**config.mk**
```make
export PLATFORM = sky130hd
export DESIGN_NAME = if_id_pipe_stage
export DESIGN_NICKNAME = d
export VERILOG_FILES = /design/src/rtl/if_id_pipe_stage.sv
export SDC_FILE = /design/constraint.sdc
export NUM_CORES = 1
export LEC_CHECK = 0
export BUFFER_PORTS_ARGS = -buffer_cell sky130_fd_sc_hd__buf_2
export CORE_MARGIN = 5
export CORE_UTILIZATION = 25
export CTS_BUF_LIST = sky130_fd_sc_hd__clkbuf_4 sky130_fd_sc_hd__clkbuf_8
export CTS_CLUSTER_DIAMETER = 40
export CTS_CLUSTER_SIZE = 8
export DETAILED_ROUTE_END_ITERATION = 8
export PLACE_DENSITY = 0.39
export SYNTH_ARGS = -nofsm -noshare
export SYNTH_HDL_FRONTEND = slang
export SYNTH_SLANG_ARGS = --single-unit
```
**constraint.sdc**
```tcl
create_clock -name clk -period 5.1 [get_ports clk]
set_clock_uncertainty 0.2 [all_clocks]
set_input_delay 1.02 -clock clk [delete_from_list [all_inputs] [get_ports clk]]
set_output_delay 1.02 -clock clk [all_outputs]
set_load 0.02 [all_outputs]
```
**src/rtl/if_id_pipe_stage.sv**
```systemverilog
// IF/ID pipeline register: valid/ready handshake with a 2-entry skid,
// flush to empty, NOP bubble on idle and a saturating stall counter.
module if_id_pipe_stage #(
  parameter int                 PC_W      = 32,
  parameter int                 INSTR_W   = 32,
  parameter logic [INSTR_W-1:0] NOP_INSTR = 32'h0000_0013,
  parameter int                 CNT_W     = 16
) (
  input  logic               clk,
  input  logic               reset_n,
  input  logic               in_valid,
  output logic               in_ready,
  input  logic [PC_W-1:0]    in_pc,
  input  logic [INSTR_W-1:0] in_instr,
  input  logic               flush,
  output logic               out_valid,
  input  logic               out_ready,
  output logic [PC_W-1:0]    out_pc,
  output logic [INSTR_W-1:0] out_instr,
  output logic [CNT_W-1:0]   stall_cnt
);

  typedef enum logic [1:0] {
    S_EMPTY,
    S_ONE,
    S_FULL
  } state_t;

  typedef struct packed {
    logic [PC_W-1:0]    pc;
    logic [INSTR_W-1:0] instr;
  } ent_t;

  localparam ent_t C_BUBBLE = '{pc: '0, instr: NOP_INSTR};

  state_t           r_state;
  state_t           w_state_nxt;
  ent_t             r_main;
  ent_t             r_skid;
  ent_t             w_main_nxt;
  ent_t             w_skid_nxt;
  ent_t             w_in_ent;
  logic [CNT_W-1:0] r_stall_cnt;
  logic             w_in_fire;
  logic             w_out_fire;
  logic             w_stall;

  // Ready depends on state only, never on out_ready.
  assign in_ready   = (r_state != S_FULL);
  assign out_valid  = (r_state != S_EMPTY);
  assign out_pc     = r_main.pc;
  assign out_instr  = r_main.instr;
  assign stall_cnt  = r_stall_cnt;

  assign w_in_fire  = in_valid & in_ready;
  assign w_out_fire = out_valid & out_ready;
  assign w_stall    = out_valid & ~out_ready;
  assign w_in_ent   = '{pc: in_pc, instr: in_instr};

  always_comb begin
    w_state_nxt = r_state;
    w_main_nxt  = r_main;
    w_skid_nxt  = r_skid;
    if (flush) begin
      w_state_nxt = S_EMPTY;
      w_main_nxt  = C_BUBBLE;
      w_skid_nxt  = C_BUBBLE;
    end else begin
      unique case (r_state)
        S_EMPTY: begin
          if (w_in_fire) begin
            w_state_nxt = S_ONE;
            w_main_nxt  = w_in_ent;
          end
        end
        S_ONE: begin
          if (w_in_fire && w_out_fire) begin
            w_main_nxt = w_in_ent;
          end else if (w_in_fire) begin
            w_state_nxt = S_FULL;
            w_skid_nxt  = w_in_ent;
          end else if (w_out_fire) begin
            w_state_nxt = S_EMPTY;
            w_main_nxt  = C_BUBBLE;
          end
        end
        S_FULL: begin
          if (w_out_fire) begin
            w_state_nxt = S_ONE;
            w_main_nxt  = r_skid;
            w_skid_nxt  = C_BUBBLE;
          end
        end
        default: begin
          w_state_nxt = S_EMPTY;
          w_main_nxt  = C_BUBBLE;
          w_skid_nxt  = C_BUBBLE;
        end
      endcase
    end
  end

  always_ff @(posedge clk or negedge reset_n) begin
    if (!reset_n) begin
      r_state <= S_EMPTY;
      r_main  <= C_BUBBLE;
      r_skid  <= C_BUBBLE;
    end else begin
      r_state <= w_state_nxt;
      r_main  <= w_main_nxt;
      r_skid  <= w_skid_nxt;
    end
  end

  always_ff @(posedge clk or negedge reset_n) begin
    if (!reset_n) begin
      r_stall_cnt <= '0;
    end else if (w_stall && (r_stall_cnt != '1)) begin
      r_stall_cnt <= r_stall_cnt + 1'b1;
    end
  end

endmodule

```
---- Word-level counts from Yosys, hierarchy flattened ----
Index checks and enable logic that the tools add are counted.
W data, S select, Z words.
storage, ports and cells
  bits in registers ....................... 146
  bits of input ports ..................... 69
  output and inout bits ................... 82
  word-level logic and storage cells ...... 47
operators by class
  $add $sub $neg .......................... 1
  equality and inequality tests ........... 12
  multiplexer cells ....................... 17
  bitwise logic cells ..................... 4
  reductions and logical operators ........ 7
operators by type and width
  operator                 number
  $mux W64                 8
  $pmux W64 S3             2
  $add A16 B1 Y16 const B  1
  $ne A16 B16 Y1 const B   1
  $mux W2                  6
  $ne A3 B3 Y1 const B     4
  $ne A4 B4 Y1 const B     3
  $reduce_and A4 Y1        3
  $pmux W2 S3              1
  $ne A2 B2 Y1 const B     2
  $and A1 B1 Y1            3
  $eq A2 B1 Y1 const B     1
  $eq A2 B2 Y1 const B     1
  $logic_and A1 B1 Y1      2
  $logic_not A2 Y1         1
  $reduce_bool A2 Y1       1
  $not A1 Y1               1

---- Depth between registers and ports, before layout ----
Gate-level depths: netlist (run 1).
  depth after elaboration ................. 7
  depth in mapped cells ................... 8
  gate-level depth less buffers ........... 5

---- Least setup slack after synthesis (run 1) ----
Ideal clock, no wire load.
  path type ............................... input-to-reg
  start ................................... input port out_ready
  end ..................................... register r_skid[12] (netlist bit)
  setup time .............................. 79 ps
  arrival time ............................ 2128 ps
  data required time ...................... 4821 ps
  setup slack ............................. 2692 ps
  stages .................................. 7
  path buffers ............................ 3
  cell sequence ........................... buf_2 -> inv_1 -> a21oi_1 -> o21ba_2 -> buf_2 -> buf_2 -> mux2i_1
on the way
  longest elaborated chain between the ends .. 4
  elaborated cells between the ends (all ways) .. 5
  classes of those cells .................. eq/ne (2); bitwise (1); reduce/logical (2)
RTL lines
  what                           RTL line  RTL
  from (decl)                    17        input logic out_ready,
  $and A1 B1 Y1 *                56        assign w_out_fire = out_valid & out_ready;
  $logic_and A1 B1 Y1            77        if (w_in_fire && w_out_fire) begin
  $ne A3 B3 Y1 (no line)         --
  $reduce_and A4 Y1 (no line) *  --
  to (signal assigned)           111       r_skid <= w_skid_nxt;
  to (decl)                      39        ent_t r_skid;
Mark *: on every way between the ends. The rest lies on a longest branch, timed or not.
A chain may end at the register's enable or synchronous reset.

---- Worst setup path after layout (run 1) ----
  start ................................... input port out_ready
  end ..................................... register r_main, in the netlist out_instr[6]
on the way
  longest elaborated chain between the ends .. 5
  elaborated cells between the ends (all ways) .. 9
  classes of those cells .................. eq/ne (3); mux (3); bitwise (1); reduce/logical (2)
RTL lines
  what                  RTL line  RTL
  $and A1 B1 Y1 *       56
  $logic_and A1 B1 Y1   77
  $mux W64              77
  $pmux W64 S3          69        unique case (r_state)
  $mux W64              64        if (flush) begin
  to (signal assigned)  110       r_main <= w_main_nxt;
  to (decl)             38        ent_t r_main;
Marks and branches as above.

==> impl_results.md, run 1 <==
- Via count: roughly 5000
- Inserted Clock Buffers: 17
- R2R depth: 6
- Crit path kind: in -> reg
- Overall power: around 2.7 mW
- Startpoint types: input pin
- Worst-path maximum fanout: 46
- Chip height: 173 um
- Max VDD drop: ~0.13 mV
- Hold_buf cts: 0
- Mapped Avg Cell Area: between 10 and 15 um2
- Initial Utilization: 0.254
- Post-synth EDFFs: 0
- DP Cell Count: between 1000 and 1500
- Lkg Pwr: between 3 and 4 nW
- Routability cong.: 0.737
- Hold endpoint: out_pc[23]$_DFFE_PN0P_
- Total power per unit cell area: ~330 mW/mm2
- Util after Layout: 0.311
- Max stage delay on crit path: approximately 0.98 ns
- Synth top area cells: dfrtp_1, mux2i_1, o2bb2ai_1
- # Max-Cap Violations: 0
- Worst EP arrival: ~3.1 ns
- Synth Net Count: ~660
- Start point of the worst hold path: out_pc[23]$_DFFE_PN0P_
- Dpl hpwl: approximately 13000 um
- Syn. warnings: 0
- # setup viols final: 0
- RR Endpoint: out_instr[3]$_DFFE_PN0P_
- H-tree depth: 4
- Met3 wire len: approximately 1000 um
- Post-DR wirelength/cell: 17.5 um
- Final net count: 800
- Largest net degree at the start of global routing: slightly below 100
- DRC Markers: 0
- Most instantiated cells after synthesis: dfrtp_1, nand2_1, mux2i_1
- Worst reg2reg startpoint: r_state[1]$_DFFE_PN0P_
- Critical path's slowest cell: nor2_4
- GRT Util Overall: 0.127
- Port Buffer Count: 150
- Max_slew headroom: 0.175
- Levels on crit path: 6
- Clk_lat worst skew: about 0.42 ns
- I/O pin count: approximately 150
- Ys async rst share: 1.00
- Vias in the first global route: 5511
- Ys flop type: dfrtp_1
- Clock Sink Count: about 150
- Hold Slack: 0.292 ns
- Nature of the critical path endpoint: flop
- WP data required: roughly 5.3 ns
- Hold Path Class: reg -> reg
- Post-Layout Cell Count: 1077
- Seq cells post-synth: 146
- Setup slack, reg-to-reg: 2.38 ns
- Yosys top cell by area: dfrtp_1
- Hold Vio Cnt, Final: 0
- Status: completed
- Critical path's top delay family: simple AND/OR/NAND/NOR gates
- Final Max Tran Viols: 0
- CTS tree: built
- Sequential share of the synthesized area: 0.553
- Period minus WS final: slightly below 3 ns
- First-pass GRT wire length: approximately 31000 um
- First-pass iteration count of the detailed router: 5
- Clock-pin slew on the worst setup and hold paths: around 0.080 ns
- RSZ-0062 raised after global routing: no
- Mapped Cells: around 590
- Vias per cell: between 4 and 5
- Share of the synthesized area in the top cell type: 0.529
- Cell Area, Synth: between 0.006 and 0.007 mm2
- P&R area growth vs syn: 22.4%
- Crit-path cells: buf_2 -> a21boi_0 -> nor2_4 -> buf_4 -> a22oi_1 -> o2bb2ai_1
- Fin crit share: 0.570
- Clk root buf: clkbuf_8
- CTS max path bufs: 2
- FP Rows: 59
- Fmax: 344 MHz
- Setup bufs post-CTS: 0
- Antenna fix cells: 0
- WL final: between 15000 and 20000 um
- Final setup TNS: 0 ns
- Initial DRC count: around 280
- Worst slew pin tran: about 1.2 ns
- Core ar.: 0.0261 mm2
- WL met1: 8950 um
- Chip width: about 170 um
- Antenna Nets Post-Route: 0
- Layout cells sized above 1: 0.292
- CTS resizes: 0
- Most frequent cell after synthesis: dfrtp_1
- WHS Path Cells: 1
- Top routing layer in use: met5
- Initial antenna violation count: 2
- CP Buf/Inv Count: 2
- Die Area: between 0.02 and 0.03 mm2
- Fillers: approximately 2700
- Grt ovf: 0
- Unique masters post-synth: 43
- Routed wl met2: ~8800 um
[stage by stage]
step	setup slack, ns	cell area (um2)
after global placement	1.81	7710
after global routing	2.05	8110
after floorplan	2.69	6620
after CTS	2.23	8110
final	2.19	8110
after detailed placement	1.73	7710
[state kept, by name, indices dropped and copies added, names as in the netlist]
name       count
out_instr     32
out_pc        32
r_skid        64
r_state        2
stall_cnt     16
[kinds of logic (layout without fill, tap and decap cells)]
family                     after synthesis  after routing  synth area share
AOI/OAI and AO/OA                      136            136             0.165
xor gates and xnor gates                13             13            0.0172
adders and majority gates                1              1           0.00189
buffers and inverters                  107            256            0.0678
DFF                                    146            146             0.553
muxes                                   70             70             0.107
and+or+nand+nor                        120            120            0.0880
[placed cells by master, fill, tap and decap left out, types with 6 or more instances in the layout]
cell type / count
nand2_1: 68
mux2i_1: 64
xor2_1: 7
inv_1: 63
xnor2_1: 6
nand3_1: 10
o2bb2ai_1: 61
nor2_1: 8
dfstp_2: 6
buf_4: 12
dfrtp_1: 140
nand4_1: 7
clkbuf_8: 20
a22oi_1: 61
buf_2: 149
mux2_2: 6
[worst max path at each step]
stage                               endpoint  slack (ns)       from
finish              out_instr[6]$_DFFE_PN0P_        2.19  out_ready
global route        out_instr[3]$_DFFE_PN0P_        2.05  out_ready
CTS                 out_instr[6]$_DFFE_PN0P_        2.23  out_ready
detailed placement    out_pc[26]$_DFFE_PN0P_        1.73  out_ready
global placement      out_pc[28]$_DFFE_PN0P_        1.81  out_ready
floorplan             r_skid[12]$_DFFE_PN0P_        2.69  out_ready
[area by class of cell]
cell class / instances / area (um2) / share of cell area
clock inverter: 9 / 106 / 0.0131
sequential: 146 / 3660 / 0.451
inverter: 63 / 236 / 0.0292
tap: 335 / 419 / 0.0517
clock buffer: 22 / 290 / 0.0358
multi-input combinational: 340 / 2550 / 0.314
timing repair buffer: 162 / 847 / 0.104
[where the power goes]
| part | total, mW | leakage (nW) | internal [mW] | switching, mW |
|---|---|---|---|---|
| Sequential | 1.32 | 1.96 | 1.24 | 0.0747 |
| Clock | 0.924 | 0.198 | 0.481 | 0.443 |
| Combinational | 0.450 | 1.69 | 0.162 | 0.288 |
| Total | 2.69 | 3.85 | 1.89 | 0.806 |
[worst reg2reg max path: stages, from the launching register on]
cell,delay [ns]
dfrtp_1,0.67
nor2b_4,0.24
inv_1,0.07
o22ai_1,0.18
nand2b_2,0.62
buf_4,0.50
o2bb2ai_1,0.16
[routing by layer]
layer	global-route usage	vias to the layer above
met4	0.0285	2
met3	0.0389	9
met1	0.171	2506
met5	0	-
met2	0.204	126
li1	-	2372
Power figures use the tool's default switching activity.
==> inputs of run 2 (changes only) <==
- clock period: 5.1 -> 2.98 ns (I/O delays scaled with it)
==> impl_results.md, run 2 (synthesis results as in run 1) <==
- Vias in the first global route: 5561 (was 5511)
- Initial Utilization: 0.254 (unchanged)
- Startpoint types: flop (was input pin)
- Total power per unit cell area: 553 mW/mm2 (was 332 mW/mm2)
- Hold Slack: 0.184 ns (was 0.292 ns)
- Initial DRC count: 317 (was 281)
- WP data required: 3.14 ns (was 5.25 ns)
- Hold Path Class: in -> reg (was reg -> reg)
- Lkg Pwr: 3.87 nW (was 3.85 nW)
- Worst-path maximum fanout: 32 (was 46)
- Worst slew pin tran: 0.922 ns (was 1.23 ns)
- Antenna fix cells: 0 (unchanged)
- Grt ovf: 0 (unchanged)
- Inserted Clock Buffers: 17 (unchanged)
- Biggest register: r_skid (unchanged)
- FP Rows: 59 (unchanged)
- Vias per cell: 4.73 (was 4.66)
- Clk_lat worst skew: 0.45 ns (was 0.42 ns)
- GRT Util Overall: 0.133 (was 0.127)
- P&R area growth vs syn: 23.6% (was 22.4%)
- Final Max Tran Viols: 0 (unchanged)
- DRC Markers: 0 (unchanged)
- Period minus WS final: 2.64 ns
- Status: completed (unchanged)
- Fin crit share: 0.887
- Largest net degree at the start of global routing: 65 (was 97)
- Port Buffer Count: 150 (unchanged)
- Routability cong.: 0.737 (unchanged)
- Die Area: 0.0298 mm2 (unchanged)
- Layout cells sized above 1: 0.294 (was 0.292)
- # setup viols final: 0 (unchanged)
- Chip height: 173 um (unchanged)
- Core ar.: 0.0261 mm2 (unchanged)
- Max VDD drop: 0.225 mV (was 0.129 mV)
- Hold Vio Cnt, Final: 0 (unchanged)
- Initial antenna violation count: 2 (unchanged)
- CTS tree: built (unchanged)
- Post-DR wirelength/cell: 18.1 um (was 17.5 um)
- Fmax: about 380 MHz
- First-pass iteration count of the detailed router: 4 (was 5)
- # Max-Cap Violations: 0 (unchanged)
- Clock Sink Count: 146 (unchanged)
- Antenna Nets Post-Route: 0 (unchanged)
- Dpl hpwl: 12900 um (was 12700 um)
- Commonest non-fill, non-tap cell in the layout: buf_2 (unchanged)
- WL final: 19600 um (was 18900 um)
- Most frequent cells in the layout: buf_2, dfrtp_1, nand2_1 (unchanged)
- Clock-pin slew on the worst setup and hold paths: 0.10 ns (was 0.08 ns)
- RSZ-0062 raised after global routing: no (unchanged)
- Max_slew headroom: 0.384 (was 0.175)
- Chip width: 173 um (unchanged)
- CTS max path bufs: 2 (unchanged)
- Fillers: 2665 (was 2719)
- Worst EP arrival: 2.80 ns (was 3.06 ns)
- Via count: 5112 (was 5015)
- Final net count: 802 (was 800)
- I/O pin count: 151 (unchanged)
- Nature of the critical path endpoint: flop (unchanged)
- Final setup TNS: 0 ns (unchanged)
- First-pass GRT wire length: 32100 um (was 31100 um)
- Clk root buf: clkbuf_8 (unchanged)
- Max FFs per register: 64 (unchanged)
- H-tree depth: 4 (unchanged)
- Crit path kind: reg -> reg (was in -> reg)
run 2: layout make-up:
cell class	count	area (um2)	area share
multi-input cells	340	2550	0.311
clock inverters	15	121	0.0148
well taps	335	419	0.0512
inverters	63	236	0.0289
repair buffers	164	965	0.118
flip-flops and latches	146	3660	0.447
clock buffers	17	234	0.0286
run 2: worst paths after layout:
check / from / end / cells after the start / slack, ns
max: r_state[0]$_DFFE_PN0P_ / out_pc[7]$_DFFE_PN0P_ / 6 / 0.34
min: in_pc[6] / r_skid[38]$_DFFE_PN0P_ / 3 / 0.18
max reg2reg: r_state[0]$_DFFE_PN0P_ / out_pc[7]$_DFFE_PN0P_ / 6 / 0.34
min reg2reg: out_instr[16]$_DFFE_PN0P_ / out_instr[16]$_DFFE_PN0P_ / 1 / 0.29
max in group asynchronous: reset_n / out_pc[29]$_DFFE_PN0P_ / 3 / 1.25
min in group asynchronous: reset_n / out_instr[3]$_DFFE_PN0P_ / 2 / 0.45
run 2: timing repair:
| item | CTS | global route |
|---|---|---|
| hold buffers | 1 | 0 |
| hold endpoints to repair | 43 | 0 |
| resized for setup | 0 | 0 |
| buffers inserted | 0 | 0 |
run 2: through the flow:
stage | cells | instance area (um2) | power [mW] | setup WS (ns) | utilization
final | 1080 | 8190 | 4.53 | 0.337 | 0.314
after global routing | 1080 | 8190 | 4.80 | 0.134 | 0.314
after detailed placement | 1047 | 7820 | 3.11 | 0.115 | 0.300
after floorplan | 593 | 6620 | 2.74 | 0.878 | -
after CTS | 1080 | 8190 | 4.63 | 0.300 | 0.314
after global placement | 1047 | 7820 | 3.10 | 0.221 | 0.300
run 2: metal layers:
layer	routed length, um	part of all wire	GRT usage	vias up
met2	9290	0.47	0.214	133
met4	221	0.011	0.0334	2
li1	-	-	-	2386
met3	1030	0.053	0.0371	16
met5	13	0.00066	0	-
met1	9040	0.46	0.177	2575
run 2: worst max-delay path, cell delays in order, from the launching register on:
cell	delay (ns)
dfrtp_1	0.51
a21boi_0	0.18
buf_4	0.16
nor2_4	0.65
buf_4	0.51
a22oi_1	0.14
o2bb2ai_1	0.19
run 2: power by group:
part / total [mW] / leakage (nW) / switching [mW] / internal (mW)
clock network: 1.47 / 0.173 / 0.874 / 0.597
registers: 2.26 / 1.96 / 0.130 / 2.13
logic: 0.797 / 1.74 / 0.501 / 0.296
total: 4.53 / 3.87 / 1.50 / 3.02
==> inputs of run 3 (changes only) <==
- ABC_CLOCK_PERIOD_IN_PS: unset -> 2900
- clock period: 2.98 -> 2.9 ns (I/O delays scaled with it)
==> impl_results.md, run 3 (synthesis results as in run 1) <==
- Nature of the critical path endpoint: flop (unchanged)
- Max_slew headroom: 0.428 (was 0.384)
- DRC Markers: 0 (unchanged)
- Grt ovf: 0 (unchanged)
- CTS max path bufs: 2 (unchanged)
- Setup bufs post-CTS: 0 (unchanged)
- I/O pin count: 151 (unchanged)
- Status: completed (unchanged)
- Crit-path cells: a21boi_0 -> buf_4 -> nor2_4 -> buf_4 -> a22oi_1 -> o2bb2ai_1 (unchanged)
- First-pass GRT wire length: 31700 um (was 32100 um)
- Fmax: 415 MHz (was 378 MHz)
- Commonest non-fill, non-tap cell in the layout: buf_2 (unchanged)
- Hold Vio Cnt, Final: 0 (unchanged)
- Vias per cell: 4.67 (was 4.73)
- Initial Utilization: 0.254 (unchanged)
- Final setup TNS: 0 ns (unchanged)
- Final net count: 806 (was 802)
- Period minus WS final: 2.41 ns (was 2.64 ns)
- WL final: 19400 um (was 19600 um)
- Antenna Nets Post-Route: 0 (unchanged)
- Clock-pin slew on the worst setup and hold paths: 0.11 ns (was 0.10 ns)
- Hold Path Class: in -> reg (unchanged)
- Largest net degree at the start of global routing: 65 (unchanged)
- Most frequent CP cell: buf_4 (unchanged)
- Chip width: 173 um (unchanged)
- Max VDD drop: 0.240 mV (was 0.225 mV)
- Worst slew pin tran: 0.856 ns (was 0.922 ns)
- CTS tree: built (unchanged)
- Initial antenna violation count: 3 (was 2)
- CTS resizes: 0 (unchanged)
- Core ar.: 0.0261 mm2 (unchanged)
- Clk root buf: clkbuf_8 (unchanged)
- Critical path's slowest cell: nor2_4 (unchanged)
- Routability cong.: 0.741 (was 0.737)
- Vias in the first global route: 5474 (was 5561)
- Die Area: 0.0298 mm2 (unchanged)
- Final Max Tran Viols: 0 (unchanged)
- H-tree depth: 4 (unchanged)
- RSZ-0062 raised after global routing: no (unchanged)
- CP Buf/Inv Count: 2 (unchanged)
- Max stage delay on crit path: 0.65 ns (about the same)
- Total power per unit cell area: 592 mW/mm2 (was 553 mW/mm2)
- Chip height: 173 um (unchanged)
- Dpl hpwl: 12900 um (about the same)
- P&R area growth vs syn: 24.5% (was 23.6%)
- Layout cells sized above 1: 0.298 (was 0.294)
- First-pass iteration count of the detailed router: 4 (unchanged)
- Critical path's top delay family: buffers and inverters (unchanged)
- FP Rows: 59 (unchanged)
- Post-DR wirelength/cell: 17.9 um (was 18.1 um)
- Initial DRC count: 227 (was 317)
- Lkg Pwr: 3.92 nW (was 3.87 nW)
- Clock Sink Count: 146 (unchanged)
- Port Buffer Count: 150 (unchanged)
- WP data required: 3.08 ns (was 3.14 ns)
- Fin crit share: 0.831 (was 0.887)
- Via count: 5065 (was 5112)
- Biggest register: r_skid (unchanged)
- Crit path kind: reg -> reg (unchanged)
- Max FFs per register: 64 (unchanged)
- Startpoint types: flop (unchanged)
- Most frequent cells in the layout: buf_2, dfrtp_1, nand2_1 (unchanged)
- # setup viols final: 0 (unchanged)
- Antenna fix cells: 0 (unchanged)
- Hold Slack: 0.159 ns (was 0.184 ns)
- Worst EP arrival: 2.59 ns (was 2.80 ns)
- Clk_lat worst skew: 0.45 ns (about the same)
- # Max-Cap Violations: 0 (unchanged)
- Inserted Clock Buffers: 17 (unchanged)
- GRT Util Overall: 0.131 (was 0.133)
- Worst-path maximum fanout: 31 (was 32)
run 3: worst min-delay path, stage by stage:
cell and delay [ns]:
buf_2 0.11, nand2_1 0.05, mux2i_1 0.05
run 3: cell type report:
| class | instances | area, um2 |
|---|---|---|
| flip-flops and latches | 146 | 3660 |
| clock buffers | 17 | 234 |
| well taps | 335 | 419 |
| clock inverters | 15 | 190 |
| multi-input cells | 340 | 2550 |
| repair buffers | 168 | 957 |
| inverters | 63 | 236 |
| fillers | 2678 | 17800 |
run 3: stage by stage:
step / util / cell area, um2 / setup WS, ns / total power [mW] / std cells
3_3_place_gp: 0.300 / 7810 / 0.149 / 3.18 / 1051
2_1_floorplan: - / 6620 / 0.798 / 2.81 / 593
4_1_cts: 0.316 / 8250 / 0.454 / 5.00 / 1084
3_5_place_dp: 0.300 / 7810 / 0.105 / 3.19 / 1051
6_report: 0.316 / 8250 / 0.491 / 4.88 / 1084
5_1_grt: 0.316 / 8250 / 0.295 / 5.16 / 1084
run 3: per-layer routing:
metal	wire, um	vias to the layer above	GRT usage
li1	-	2403	-
met2	9030	140	0.210
met3	1200	25	0.0391
met5	13	-	0
met4	257	2	0.0380
met1	8930	2495	0.171
run 3: report_power, final:
group | total, mW | internal (mW) | switching [mW] | leakage (nW)
sequential | 2.31 | 2.19 | 0.125 | 1.96
clock | 1.75 | 0.812 | 0.943 | 0.213
combinational | 0.813 | 0.298 | 0.515 | 1.74
run 3: final timing paths:
path                                        startpoint                     end  slack (ns)  cells past startpoint
worst max-delay path            r_state[0]$_DFFE_PN0P_  out_pc[29]$_DFFE_PN0P_        0.49                      6
worst min-delay path                      in_instr[15]  r_skid[15]$_DFFE_PN0P_        0.16                      3
worst max register to register  r_state[0]$_DFFE_PN0P_  out_pc[29]$_DFFE_PN0P_        0.49                      6
worst min register to register   out_pc[0]$_DFFE_PN0P_   out_pc[0]$_DFFE_PN0P_        0.29                      1
max in group asynchronous                      reset_n   r_skid[4]$_DFFE_PN1P_        1.25                      3
min in group asynchronous                      reset_n  out_pc[28]$_DFFE_PN0P_        0.50                      2
run 3: what timing repair did:
item	CTS	global route
endpoints found under the setup margin	0	0
hold buffers	1	0
endpoints found under the hold margin	62	0
